<file path="src/rtl/vram_arbiter.sv">
// Single-port framebuffer arbiter: display reads have absolute priority and
// return a registered pixel colour 3 clk after pix_en; host writes fill idle slots.
module vram_arbiter #(
  parameter int FB_W          = 160,
  parameter int FB_H          = 120,
  parameter int WR_BLANK_ONLY = 0
) (
  input  logic        clk,
  input  logic        reset,
  input  logic        pix_en,
  input  logic [9:0]  pixel_x,
  input  logic [9:0]  pixel_y,
  input  logic        video_on,
  input  logic        hsync_in,
  input  logic        vsync_in,
  input  logic        wr_req,
  input  logic [14:0] wr_addr,
  input  logic [7:0]  wr_data,
  output logic        wr_ack,
  output logic [14:0] mem_addr,
  output logic        mem_we,
  output logic [7:0]  mem_wdata,
  input  logic [7:0]  mem_rdata,
  output logic [7:0]  rgb,
  output logic        hsync_out,
  output logic        vsync_out
);

  localparam logic [15:0] CELLS_C = 16'(FB_W * FB_H);

  typedef enum logic [1:0] {
    IDLE  = 2'd0,
    DREAD = 2'd1,
    DCAPT = 2'd2,
    WRITE = 2'd3
  } state_t;

  state_t      state_q, state_d;
  logic [14:0] mem_addr_q, mem_addr_d;
  logic        mem_we_q, mem_we_d;
  logic [7:0]  mem_wdata_q, mem_wdata_d;
  logic        wr_ack_q, wr_ack_d;
  logic [7:0]  rgb_q, rgb_d;
  logic [1:0]  blank_q, blank_d;
  logic [2:0]  hs_q, vs_q;

  logic [14:0] disp_addr_s;
  logic        wr_in_range_s;
  logic        wr_allow_s;
  logic        grant_s;
  logic        take_pix_s;
  logic        unused_s;

  // Row base = row * FB_W as a sum of constant shifts of the row index.
  function automatic logic [14:0] row_base(input logic [7:0] row);
    logic [14:0] acc;
    acc = 15'd0;
    for (int i = 0; i < 15; i++) begin
      if (FB_W[i]) acc = acc + ({7'd0, row} << i);
    end
    return acc;
  endfunction

  assign disp_addr_s   = row_base(pixel_y[9:2]) + {7'd0, pixel_x[9:2]};
  assign wr_in_range_s = ({1'b0, wr_addr} < CELLS_C);
  assign wr_allow_s    = (WR_BLANK_ONLY == 0) || !video_on;
  assign grant_s       = (state_q == IDLE) && !pix_en && wr_req && !wr_ack_q && wr_allow_s;
  // A pixel may arrive the cycle after a write grant, so WRITE also accepts it.
  assign take_pix_s    = pix_en && ((state_q == IDLE) || (state_q == WRITE));
  assign unused_s      = ^{pixel_x[1:0], pixel_y[1:0]};

  always_comb begin
    state_d     = state_q;
    mem_addr_d  = mem_addr_q;
    mem_wdata_d = mem_wdata_q;
    mem_we_d    = 1'b0;
    wr_ack_d    = 1'b0;
    rgb_d       = rgb_q;
    blank_d     = {blank_q[0], take_pix_s && !video_on};
    case (state_q)
      IDLE: begin
        if (take_pix_s && video_on) begin
          state_d    = DREAD;
          mem_addr_d = disp_addr_s;
        end else if (grant_s) begin
          state_d     = WRITE;
          mem_addr_d  = wr_addr;
          mem_wdata_d = wr_data;
          mem_we_d    = wr_in_range_s;
          wr_ack_d    = 1'b1;
        end else begin
          state_d = IDLE;
        end
      end
      DREAD: state_d = DCAPT;
      DCAPT: begin
        state_d = IDLE;
        rgb_d   = mem_rdata;
      end
      WRITE: begin
        if (take_pix_s && video_on) begin
          state_d    = DREAD;
          mem_addr_d = disp_addr_s;
        end else begin
          state_d = IDLE;
        end
      end
      default: state_d = IDLE;
    endcase
    if (blank_q[1]) begin
      rgb_d = 8'd0;
    end else begin
      rgb_d = rgb_d;
    end
  end

  always_ff @(posedge clk) begin
    if (reset) begin
      state_q     <= IDLE;
      mem_addr_q  <= 15'd0;
      mem_we_q    <= 1'b0;
      mem_wdata_q <= 8'd0;
      wr_ack_q    <= 1'b0;
      rgb_q       <= 8'd0;
      blank_q     <= 2'd0;
      hs_q        <= 3'd0;
      vs_q        <= 3'd0;
    end else begin
      state_q     <= state_d;
      mem_addr_q  <= mem_addr_d;
      mem_we_q    <= mem_we_d;
      mem_wdata_q <= mem_wdata_d;
      wr_ack_q    <= wr_ack_d;
      rgb_q       <= rgb_d;
      blank_q     <= blank_d;
      hs_q        <= {hs_q[1:0], hsync_in};
      vs_q        <= {vs_q[1:0], vsync_in};
    end
  end

  assign wr_ack    = wr_ack_q;
  assign mem_addr  = mem_addr_q;
  assign mem_we    = mem_we_q;
  assign mem_wdata = mem_wdata_q;
  assign rgb       = rgb_q;
  assign hsync_out = hs_q[2];
  assign vsync_out = vs_q[2];

endmodule

</file>
<file path="config.mk">
export PLATFORM = sky130hd
export DESIGN_NAME = vram_arbiter
export DESIGN_NICKNAME = d
export VERILOG_FILES = /design/src/rtl/vram_arbiter.sv
export SDC_FILE = /design/constraint.sdc
export NUM_CORES = 1
export LEC_CHECK = 0
export ABC_AREA = 1
export CAP_MARGIN = 10
export CORE_ASPECT_RATIO = 0.5
export CORE_MARGIN = 2
export CORE_UTILIZATION = 30
export CTS_CLUSTER_DIAMETER = 80
export DETAILED_ROUTE_END_ITERATION = 10
export PLACE_DENSITY_LB_ADDON = 0.25
export SLEW_MARGIN = 20
export SYNTH_ARGS = -nofsm -noshare
export SYNTH_HDL_FRONTEND = slang
export SYNTH_SLANG_ARGS = --single-unit
</file>
<file path="constraint.sdc">
create_clock -name clk -period 4.8 [get_ports clk]
set_clock_uncertainty 0.05 [all_clocks]
set_input_delay 1.44 -clock clk [delete_from_list [all_inputs] [get_ports clk]]
set_output_delay 1.44 -clock clk [all_outputs]
set_load 0.01 [all_outputs]
</file>
==> impl.org, run 1 <==
** Drt
- Post-DR vias/cell :: 4.361
- The first routing iteration left 81 violations.
- Summed over all layers, the routed wires come to around 5300 um.
- In the final routed layout, each cell accounts on average for 10.89 um.
- First-pass detailed-route iteration total :: 4
- Via Count :: roughly 2100
- After detailed routing, the number of remaining DRC violations is 0.
- Post-DRT Antenna Nets :: 0

** Worst hold path
- Counting instances, the worst hold path has a depth of 2.
- The worst hold path terminates at hs_q[1].
- Class of the tightest hold or removal check :: reg2reg
- The worst hold path begins at hs_q[0].

** Pwr
- Cell internal power was estimated by the tool at 0.0008240 W.
- Combinational share of power :: 0.249
- Clk network pwr share :: 0.390
- Switching portion of total power :: 0.2577
- Summed over all nets, the switching power comes to 0.0002861 W.
- Summed over all cells, the static leakage comes to about 1.5 nW.
- Maximum resistive drop on vdd :: 0.1929 mV
- Portion of total power attributed to sequential cells :: 0.360
- Dividing total power by cell area gives a power density of 329.6 nW/um^2.

** CTS
- Clock-pin slew was measured on the worst setup and hold paths at around 0.060 ns.
- The H-tree was split into 2 levels.
- Post-CTS setup buffers :: 0
- # clock sinks :: 43
- Number of gates resized after cts :: 0
- Clock latency reported for the late side of the worst-skew pair :: 0.28 ns
- In this run the deepest clock path goes through 2 buffers.
- For this design, the CTS-stage hold fixing added 0 buffers.
- Clock tree synthesis inserted a total of 5 buffers.
- CTS tree :: done
- Root Driver :: sky130_fd_sc_hd__clkbuf_16

** Setup path
- CP Data Required Time :: between 4 and 5 ns
- The slowest stage of the critical path is the sky130_fd_sc_hd__fa_1 cell.
- Reg-to-reg slack, setup :: 2.95 ns
- Largest driver fanout on the critical path :: 3
- Worst path top cell family by delay :: adder cells
- The critical path contains buffers and inverters numbering 3 combined.
- Arrival @ worst endpoint :: about 3.6 ns
- The signal on the critical path passes through clkdlybuf4s50_1 > inv_1 > fa_1 > inv_1 > fa_1 > nand2_1 > nand2_1 > nand3_1 > nand2_1 > nand2_1 > nand3_1 > nand2_1 > a21oi_2.
- STA classifies the critical path startpoint as an input port.
- Crit path capture type :: flip-flop
- Worst Reg-to-Reg Cells :: 8
- The worst register-to-register path ends at mem_addr[10].
- The setup path with the least slack is of type in2reg.
- For this run, the slowest stage of the critical path takes 0.50 ns.
- RR Startpoint :: state_q[0]
- Cell type with the highest occurrence count on the critical path :: sky130_fd_sc_hd__nand2_1

** Logic synthesis
- Portion of netlist area occupied by mux cells :: 0
- The cell count after synthesis came out at 305.
- The fraction of the mapped netlist area in compound gates was 0.1290.
- Number of distinct standard cells referenced by the synthesized netlist :: 26
- Count of warnings emitted by yosys :: 0
- Area of the mapped netlist :: 2231 um^2
- Simple-gate area share of the yosys netlist :: 0.2591
- In this run the mean area of a mapped cell was 7.314 um^2.
- Of the synthesized area, sequential elements account for 0.3859.
- Seq cells post-synth :: 43
- Synthesis produced a netlist with a net count of ~380.
- Post-Synth Adder-Cell Area :: 0.1245
- Dominant combinational cell family by area after synthesis :: simple AND/OR/NAND/NOR gates
- XOR/XNOR Fraction of Synth Area :: 0.007852

** Floorplan
- The initial utilization of the core area, before any placement, comes to 0.3070.
- Floorplan Core Area :: 7267 um^2
- Row Count :: 22
- The die covers between 8000 and 9000 um^2.
- The die is 64.98 um tall.
- From left edge to right edge, the die measures 126.0 um.
- Number of ports placed on the die boundary :: 93

** Timing
- Fmax :: 0.2860 GHz
- The number of hold violations in the final report came to 0.
- Final Max Slew Viols :: 0
- After routing, the total negative slack on setup checks comes to 0 ns.
- Final period util :: 0.7284
- Worst slew pin tran :: 0.3576 ns
- Final WS setup :: 1.304 ns
- Setup repair after global routing left no endpoint under its margin.
- Setup violations, final :: 0
- Worst hold slack :: 0.3518 ns
- Headroom to the max-slew limit :: 0.7614
- Clock period minus final worst setup slack :: about 3.5 ns

** Run
- Across the run, the number of max-cap violations was 0.

** Global route
- Entering global routing, the biggest net connects 28 pins.
- First-pass GRT wire length :: 9211 um
- In the global route stage, overall resource usage came out at 0.1380.
- The total overflow left after global routing is 0.
- The via count of the first global-routing pass was 2016.
- Initial antenna violation count :: 0

** Place
- Post-DP HPWL :: 4084 um
- Input and output buffers added on the ports amount to 88.
- Prior to clock tree synthesis, the placed netlist has a worst setup slack of between 0.9 and 1 ns.
- Routability-driven placement finished with a final weighted congestion of 0.7939.

** Final layout
- Number of nets in the finished design :: 470
- Share of final-layout standard cells stronger than drive strength 1 :: 0.05357
- Relative to the synthesized area, the layout overhead comes to 50.98%.
- Diodes inserted :: 0

** Status
- The flow ran to the end, and the final reports show no timing, DRC or antenna violations.
-- placed cells by master (no fill, tap or decap), drive strengths merged, types with 2 or more instances in the layout --
cell / instances
clkdlybuf4s50: 88
inv: 39
dfxtp: 43
nand2: 75
fa: 2
a21oi: 40
clkbuf: 6
o21ai: 12
ha: 19
bufinv: 2
nand3: 16
or2: 3
nor2: 39
-- worst register-to-register path: stages, from the launching register on --
cell                      delay (ns)
sky130_fd_sc_hd__dfxtp_1        0.35
sky130_fd_sc_hd__inv_1          0.07
sky130_fd_sc_hd__ha_1           0.25
sky130_fd_sc_hd__nand3_2        0.25
sky130_fd_sc_hd__nand3_2        0.13
sky130_fd_sc_hd__nand2_4        0.26
sky130_fd_sc_hd__inv_1          0.14
sky130_fd_sc_hd__o21ai_0        0.19
sky130_fd_sc_hd__a21oi_1        0.05
-- sequential cells by signal, indices dropped and copies added, names as in the netlist --
signal,count
blank_q,2
hs_q,3
mem_addr,15
mem_wdata,8
mem_we,1
rgb,8
state_q,2
vs_q,3
wr_ack,1
-- layer usage --
metal / global-route usage / vias up / wire, um
li1: - / 1134 / -
met1: 0.1725 / 947 / 2606
met2: 0.2379 / 40 / 2391
met3: 0.03303 / 7 / 238
met4: 0.04258 / 0 / 76
met5: 0 / - / 0
-- cells in the mapped netlist --
cell / instances / area [um^2]
sky130_fd_sc_hd__a21oi_1: 38 / 190.2
sky130_fd_sc_hd__a21oi_2: 2 / 17.52
sky130_fd_sc_hd__a31oi_1: 1 / 6.260
sky130_fd_sc_hd__buf_4: 2 / 15.01
sky130_fd_sc_hd__buf_6: 2 / 22.52
sky130_fd_sc_hd__clkbuf_1: 6 / 22.52
sky130_fd_sc_hd__dfxtp_1: 43 / 860.8
sky130_fd_sc_hd__fa_1: 2 / 40.04
sky130_fd_sc_hd__ha_1: 19 / 237.7
sky130_fd_sc_hd__inv_1: 38 / 142.6
sky130_fd_sc_hd__inv_4: 1 / 6.260
sky130_fd_sc_hd__nand2_1: 73 / 274.0
sky130_fd_sc_hd__nand2_4: 2 / 22.52
sky130_fd_sc_hd__nand3_1: 13 / 65.06
sky130_fd_sc_hd__nand3_2: 3 / 30.03
sky130_fd_sc_hd__nand3b_1: 1 / 7.510
sky130_fd_sc_hd__nand4_1: 1 / 6.260
sky130_fd_sc_hd__nor2_1: 38 / 142.6
sky130_fd_sc_hd__nor2_2: 1 / 6.260
sky130_fd_sc_hd__nor3_1: 1 / 5.000
sky130_fd_sc_hd__o211a_1: 1 / 10.01
sky130_fd_sc_hd__o21ai_0: 11 / 55.05
sky130_fd_sc_hd__o21ai_2: 1 / 8.760
sky130_fd_sc_hd__or2_2: 3 / 18.77
sky130_fd_sc_hd__xnor2_1: 1 / 8.760
sky130_fd_sc_hd__xor2_1: 1 / 8.760
-- how the worst max path moves through the flow --
| stage | slack [ns] | to | cells past startpoint | start |
|---|---|---|---|---|
| 4_1_cts | 1.29 | mem_addr[14] | 13 | pixel_y[2] |
| 2_1_floorplan | 1.64 | mem_addr[14] | 12 | pixel_x[9] |
| 6_report | 1.30 | mem_addr[14] | 13 | pixel_y[2] |
| 3_3_place_gp | 1.01 | mem_addr[14] | 13 | pixel_y[2] |
| 3_5_place_dp | 1.0 | mem_addr[14] | 13 | pixel_y[2] |
| 5_1_grt | 1.12 | mem_addr[14] | 13 | pixel_x[9] |
-- through the flow --
stage          utilization  instance area, um^2  cells  total power (W)
3_3_place_gp        0.4375                 3179    480        0.0006858
3_5_place_dp        0.4375                 3179    480        0.0006881
4_1_cts             0.4635                 3368    488         0.001124
5_1_grt             0.4635                 3368    488         0.001176
6_report            0.4635                 3368    488         0.001110
2_1_floorplan            -                 2231    305        0.0005666
-- area by class of cell --
cell class	instances	area (um^2)
Fill cell	742	3899
Multi-Input combinational cell	213	1161
Sequential cell	43	860.8
Tap cell	96	120.1
Clock buffer	6	128.9
Clock inverter	2	60.06
Timing Repair Buffer	89	888.4
Inverter	39	148.9
-- power groups by stage --
stage	Combinational, W	Sequential [W]	Clock [W]
2_1_floorplan	0.000147	0.000419	0
3_3_place_gp	0.000279	0.000407	0
3_5_place_dp	0.000280	0.000408	0
4_1_cts	0.000282	0.000400	0.000442
5_1_grt	0.000312	0.000403	0.000461
6_report	0.000277	0.000400	0.000433
-- kinds of logic after synthesis --
family	after synthesis
AOI/OAI and AO/OA	54
xor gates and xnor gates	2
adders and majority gates	21
buffers and inverters	49
DFF	43
and+or+nand+nor	136
No activity file was read; power rests on OpenSTA's default activity.
==> run 2, diff against run 1 <==
==> constraint.sdc (replaced) <==
create_clock -name clk -period 3.4 [get_ports clk]
set_clock_uncertainty 0.05 [all_clocks]
set_input_delay 1.02 -clock clk [delete_from_list [all_inputs] [get_ports clk]]
set_output_delay 1.02 -clock clk [all_outputs]
set_load 0.01 [all_outputs]
==> impl.org, run 2 (same netlist as run 1, synthesis figures left out) <==
** Final layout
- In the final design database the tool counted 471 nets.
- Utilization of the core after routing :: 0.4580
- From synthesis to final layout, the design area changed by 49.19%.
- The library cell used most frequently in the layout, excluding fill and tap cells, is sky130_fd_sc_hd__clkdlybuf4s50_1.
- The register with the most flip-flops in the layout has 15 of them.
- Excluding fillers, the count of instances in the completed layout stands at ~490.
- Share of final-layout standard cells stronger than drive strength 1 :: 0.05598
- The library cells used most frequently in the layout, excluding fill and tap cells, are sky130_fd_sc_hd__clkdlybuf4s50_1 (88), sky130_fd_sc_hd__nand2_1 (73), sky130_fd_sc_hd__dfxtp_1 (43).
- Area of all placed cells without fillers :: 3328 um^2
- The repair_antennas step left the layout with diodes totalling 0.

** Worst hold path
- The path class of the tightest hold or removal check is reg2reg.
- Hold depth :: 2

** CTS
- The longest clock path from root to sink contains 2 buffers.
- The root buffer cell chosen for the clock tree is sky130_fd_sc_hd__clkbuf_16.
- For this design, the CTS-stage hold fixing added 0 buffers.
- The clock net in this run drives a total of 43 sinks.
- The clock tree synthesis step divided the H-tree into 2 levels.
- Post-CTS clock slew at the launch and capture registers of the worst setup and hold paths :: 0.06 ns
- TritonCTS built the clock tree.
- Buffers inserted during clock tree synthesis total 5.
- The clock reaches the later pin of the worst-skew pair after 0.28 ns.
- Number of gates resized after cts :: 0
- Post-CTS setup buffers :: 0

** Setup path
- At the worst endpoint, the required time is 3.51 ns.
- Critical Path Stages :: 13
- Worst path top cell family by delay :: adder cells
- Arrival @ worst endpoint :: 3.17 ns
- For this design, the slowest cell found on the critical path is sky130_fd_sc_hd__fa_1.
- Cell type with the highest occurrence count on the critical path :: sky130_fd_sc_hd__nand2_1
- In this run the worst path has a maximum fanout of 3.
- In this design, the stage delay of the slowest critical-path cell is about 0.5 ns.
- The worst setup path is launched from an input port.
- The worst register-to-register path has a depth of 9.
- Crit path capture type :: flip-flop
- Crit Path Category :: in2reg
- Number of buffer and inverter stages on the critical path :: 3
- Reg-to-reg slack, setup :: 1.63 ns
- The signal on the critical path passes through clkdlybuf4s50_1 > inv_1 > fa_1 > inv_1 > fa_1 > nand2_1 > nand2_1 > nand3_1 > nand2_1 > nand2_1 > nand3_1 > nand2_1 > a21oi_2.

** Pwr
- Final Total Pwr :: ~0.0014 W
- IR analysis of the VDD net gives a maximum drop of 0.1907 mV.
- Total power per unit cell area :: around 430 nW/um^2
- Summed over all cells, the static leakage comes to 1.456 nW.

** Floorplan
- The floorplan step defined a core boundary enclosing 7267 um^2.
- The floorplan has 22 rows.
- From left edge to right edge, the die measures roughly 130 um.
- Total Die Area :: roughly 8200 um^2
- Initial standard-cell utilization of the core :: 0.3070
- 93 I/O pins were placed.
- Vertical die dimension :: around 65 um

** Timing
- Dividing the final minimum period by the clock period gives 0.8994.
- The number of hold violations in the final report is 0.
- Post-Route Setup TNS :: 0 ns
- Headroom to the max-slew limit :: 0.7578
- Clock period minus final worst setup slack :: 3.058 ns
- The final-report max-slew violation count came to 0.
- RSZ-0062 raised after global routing :: no
- Worst slew pin tran :: between 0.3 and 0.4 ns
- Setup violations remaining at the end of the flow were counted as 0.
- Based on the critical path, the design can be clocked at up to 0.3270 GHz.

** Place
- Dpl cell area :: 3187 um^2
- Input and output buffers added on the ports amount to 88.
- Placer's final routability congestion estimate :: 0.8217
- Post-DP HPWL :: roughly 4000 um
- Counting tap cells, the placed design contains a total of ~480 instances.

** Run
- Max-cap violations in this run came to 0.

** Drt
- Post-DRT Antenna Nets :: 0
- Overall routed net length :: 5307 um
- Routed WL per cell :: around 11 um
- Post-route DRC :: 0
- The first detailed-routing pass ran for 4 iterations.
- Via Count :: 2133
- First DRT Iteration DRCs :: 78
- Post-DR vias/cell :: ~4.4

** Global route
- Global routing finished with a remaining overflow of 0.
- First-pass GRT wire length :: approximately 8900 um
- For this run, the total global-route usage over all layers was measured as 0.1330.
- Entering global routing, the biggest net connects 28 pins.
- Number of global-route vias before repair :: 1962
- The number of antenna violations at the first check in global routing came to 0.

** Status
- The flow ran to the end, and the final reports show no timing, DRC or antenna violations.
run 2: final cells by class:
type | count | area, um^2
fill | 729 | 3939
multi-input combinational | 213 | 1161
timing repair buffer | 90 | 895.9
sequential | 43 | 860.8
inverter | 39 | 148.9
clock buffer | 6 | 128.9
tap | 96 | 120.1
clock inverter | 2 | 12.51
run 2: path summary, 6_finish.rpt:
path,from,to
setup reg to reg,state_q[1],mem_addr[10]
hold reg to reg,hs_q[0],hs_q[1]
setup / recovery,pixel_y[2],mem_addr[14]
hold / removal,hs_q[0],hs_q[1]
run 2: metrics by stage:
step,hold slack [ns],setup WS (ns)
3_5_place_dp,0.3428,0.03008
5_1_grt,0.3652,0.1999
2_1_floorplan,0.3383,0.6604
6_report,0.3504,0.3422
3_3_place_gp,0.3392,0.04776
4_1_cts,0.3506,0.3285
run 2: where the power goes:
part	internal [W]	total [W]	switching, W
Sequential	0.000545	0.000564	0.0000188
Clock	0.000271	0.000459	0.000189
Combinational	0.000198	0.000392	0.000195
Total	0.00101	0.00142	0.000402
run 2: worst register-to-register path, stage by stage, from the launching register on:
cell and delay [ns]:
sky130_fd_sc_hd__dfxtp_1 0.36, sky130_fd_sc_hd__inv_1 0.08, sky130_fd_sc_hd__ha_1 0.27, sky130_fd_sc_hd__inv_1 0.06, sky130_fd_sc_hd__nand3_2 0.11, sky130_fd_sc_hd__nand3_2 0.10, sky130_fd_sc_hd__nand2_4 0.25, sky130_fd_sc_hd__inv_1 0.13
sky130_fd_sc_hd__o21ai_0 0.20, sky130_fd_sc_hd__a21oi_1 0.05
run 2: per-layer routing:
metal  GRT usage  part of all wire  vias up
met1      0.1627              0.47      953
met4     0.04121            0.0058        0
met2      0.2372              0.48       40
li1            -                 -     1138
met3     0.02808             0.040        2
met5           0                 0        -
==> run 3, diff against run 2 <==
--- a/config.mk
+++ b/config.mk
@@ -12,6 +12,7 @@
 export CORE_UTILIZATION = 30
 export CTS_CLUSTER_DIAMETER = 80
 export DETAILED_ROUTE_END_ITERATION = 10
+export MAX_ROUTING_LAYER = met4
 export PLACE_DENSITY_LB_ADDON = 0.25
 export SLEW_MARGIN = 20
 export SYNTH_ARGS = -nofsm -noshare
==> constraint.sdc (replaced) <==
create_clock -name clk -period 3.4 [get_ports clk]
set_clock_uncertainty 0.05 [all_clocks]
set_input_delay 1.02 -clock clk [delete_from_list [all_inputs] [get_ports clk]]
set_output_delay 1.02 -clock clk [all_outputs]
set_load 0.05 [all_outputs]
==> impl.org, run 3 (same netlist as run 1, synthesis figures left out) <==
** CTS
- Clock latency reported for the late side of the worst-skew pair :: 0.28 ns
- TritonCTS created 5 clock buffers.
- # clock sinks :: 43
- Number of gates resized after cts :: 0
- Root Driver :: sky130_fd_sc_hd__clkbuf_16
- H-Tree Depth :: 2
- Post-CTS clock slew at the launch and capture registers of the worst setup and hold paths :: approximately 0.060 ns
- Clock Path Buffers :: 2
- CTS tree :: done
- Once the clock tree was built, the setup fixing pass inserted 0 buffers.
- Buffers inserted to repair hold after CTS numbered 0.

** Global route
- For this run the aggregate overflow at the end of global routing stands at 0.
- After global routing, the most crowded layer is met2.
- Met2 global-route usage :: 0.2372
- The number of antenna violations at the first check in global routing came to 0.
- Entering global routing, the biggest net connects 28 pins.
- The via count of the first global-routing pass is 1963.
- Tot GR Track Use :: 0.1367
- In the global route stage, met1 resource usage came out at 0.1627.
- Met3 layer usage reported by global route :: 0.02808
- The first global-routing pass estimated 8873 um of wire.

** Timing
- At the pin with the least slew margin, the transition time is between 0.5 and 0.6 ns.
- The routed design could run at a clock period as short as 3.058 ns.
- On the final layout, the worst hold slack is 0.3504 ns.
- Setup repair after global routing left no endpoint under its margin.
- Headroom to the max-slew limit :: 0.6516
- The final-report max-slew violation count is 0.
- After routing, the total negative slack on setup checks comes to 0 ns.
- Final hold violation count :: 0
- Based on the critical path, the design can be clocked at up to 0.3270 GHz.
- Dividing the final minimum period by the clock period gives 0.8994.
- Setup violations, final :: 0

** Place
- Number of placed instances, taps included :: 481
- Placer's final routability congestion estimate :: about 0.83
- Input and output buffers added on the ports amount to 88.
- Post-DP HPWL :: 4105 um

** Setup path
- STA classifies the critical path endpoint as a flip-flop.
- The critical path is of the in2reg type.
- Crit path largest cell delay :: 0.49 ns
- Worst Reg-to-Reg Cells :: 9
- Data on the critical path is required at its endpoint by 3.51 ns.
- Reg-to-reg slack, setup :: 1.63 ns
- RR Startpoint :: state_q[1]
- Cell type with the highest occurrence count on the critical path :: sky130_fd_sc_hd__nand2_1
- Critical path startpoint category :: input port
- Critical path's slowest cell :: sky130_fd_sc_hd__fa_1
- For the worst setup path, the data arrival time is 3.17 ns.
- In this run the worst path has a maximum fanout of 3.
- Ordered list of cells on the worst path :: clkdlybuf4s50_1 > inv_1 > fa_1 > inv_1 > fa_1 > nand2_1 > nand2_1 > nand3_1 > nand2_1 > nand2_1 > nand3_1 > nand2_1 > a21oi_2
- Terminus of the critical flop-to-flop path :: mem_addr[10]

** Pwr
- P_sw :: 0.0005101 W
- Of the total power, the share spent switching nets is 0.3348.
- Combinational share of power :: 0.328
- Power Internal :: 0.001014 W
- Total power per unit cell area :: 457.8 nW/um^2
- In this run the static leakage power is 1.456 nW.
- Final Total Pwr :: roughly 0.0015 W
- Of the total power, registers draw 0.370.
- Maximum resistive drop on vdd :: 0.1912 mV
- Of the total power, the clock network draws 0.301.

** Worst hold path
- Class of the tightest hold or removal check :: reg2reg
- The startpoint identified for the worst hold timing path is hs_q[0].
- Along the worst hold path, the cell count comes to 2.
- Hold worst-path end :: hs_q[1]

** Run
- Total of max-cap violations :: 0

** Drt
- Routed WL per cell :: 10.85 um
- First-pass detailed-route iteration total :: 4
- Post-DRT Antenna Nets :: 0
- Overall routed net length :: approximately 5300 um
- After detailed routing, the number of vias per cell comes to 4.362.
- For this run, design rule violations remaining after detail routing come to 0.
- After the first detailed-routing iteration, the DRC count stood at 84.
- Via Count :: 2133

** Floorplan
- For this configuration, the core starts out at a cell density of 0.3070.
- 93 I/O pins were placed.
- The die is ~130 um wide.
- From bottom edge to top edge, the die measures 64.98 um.
- Total Die Area :: 8184 um^2
- Row Count :: 22
- In this run the standard cell core region covers 7267 um^2.

** Final layout
- Top library cells by usage in the layout, fill and taps aside :: sky130_fd_sc_hd__clkdlybuf4s50_1 (88), sky130_fd_sc_hd__nand2_1 (73), sky130_fd_sc_hd__dfxtp_1 (43)
- Diodes inserted :: 0
- Non-filler cells, final :: 489
- In the final layout, the share of cells above drive strength 1 is 0.05598.
- For this run, the share of the core covered by cells in the final layout is 0.4580.
- Synth-to-layout area growth :: 49.19%
- For this run, the post-layout net count is ~470.
- Fillcell total :: 729
- The register with the most flip-flops in the layout has 15 of them.
- The library cell used most frequently in the layout, excluding fill and tap cells, is sky130_fd_sc_hd__clkdlybuf4s50_1.

** Status
- The run finished with clean final reports.
-- run 3: cell counts in the layout (fill, tap and decap cells not counted) --
No cell type changed its count.
-- run 3: area by class of cell --
class	count	area (um^2)	area share
timing repair buffer	90	895.9	0.2692
sequential	43	860.8	0.2586
clock buffer	6	128.9	0.03872
clock inverter	2	12.51	0.003759
inverter	39	148.9	0.04474
multi-input combinational	213	1161	0.3489
tap	96	120.1	0.03609
-- run 3: worst max path at each step --
stage,from,endpoint,cells after the start
CTS,pixel_y[2],mem_addr[14],13
global placement,pixel_y[2],mem_addr[14],13
global route,pixel_y[2],mem_addr[14],13
floorplan,pixel_x[9],mem_addr[14],12
finish,pixel_y[2],mem_addr[14],13
detailed placement,pixel_y[2],mem_addr[14],13
-- run 3: metrics by stage --
stage                     cell area, um^2  worst slack, ns
final                                3328           0.3419
after global placement               3187          0.04776
after CTS                            3328           0.3285
after detailed placement             3187          0.03008
after global routing                 3328           0.1999
after floorplan                      2231           0.6592
-- run 3: power groups by stage --
stage | clock network, W | registers [W] | logic [W]
2_1_floorplan | 0 | 0.000700 | 0.000208
3_3_place_gp | 0 | 0.000575 | 0.000503
3_5_place_dp | 0 | 0.000576 | 0.000504
4_1_cts | 0.000478 | 0.000565 | 0.000507
5_1_grt | 0.000503 | 0.000569 | 0.000547
6_report | 0.000459 | 0.000564 | 0.000500
-- run 3: worst max-delay path: cells and delay by family --
family | cells | cell delay (ns)
compound gates | 1 | 0.05
buf+inv | 3 | 0.60
simple gates | 7 | 0.59
fa+ha+maj | 2 | 0.92
-- run 3: layer usage --
layer / part of all wire / wire length, um
met3: 0.039 / 205
met2: 0.48 / 2550
met1: 0.47 / 2519
met5: 0 / 0
met4: 0.0057 / 30
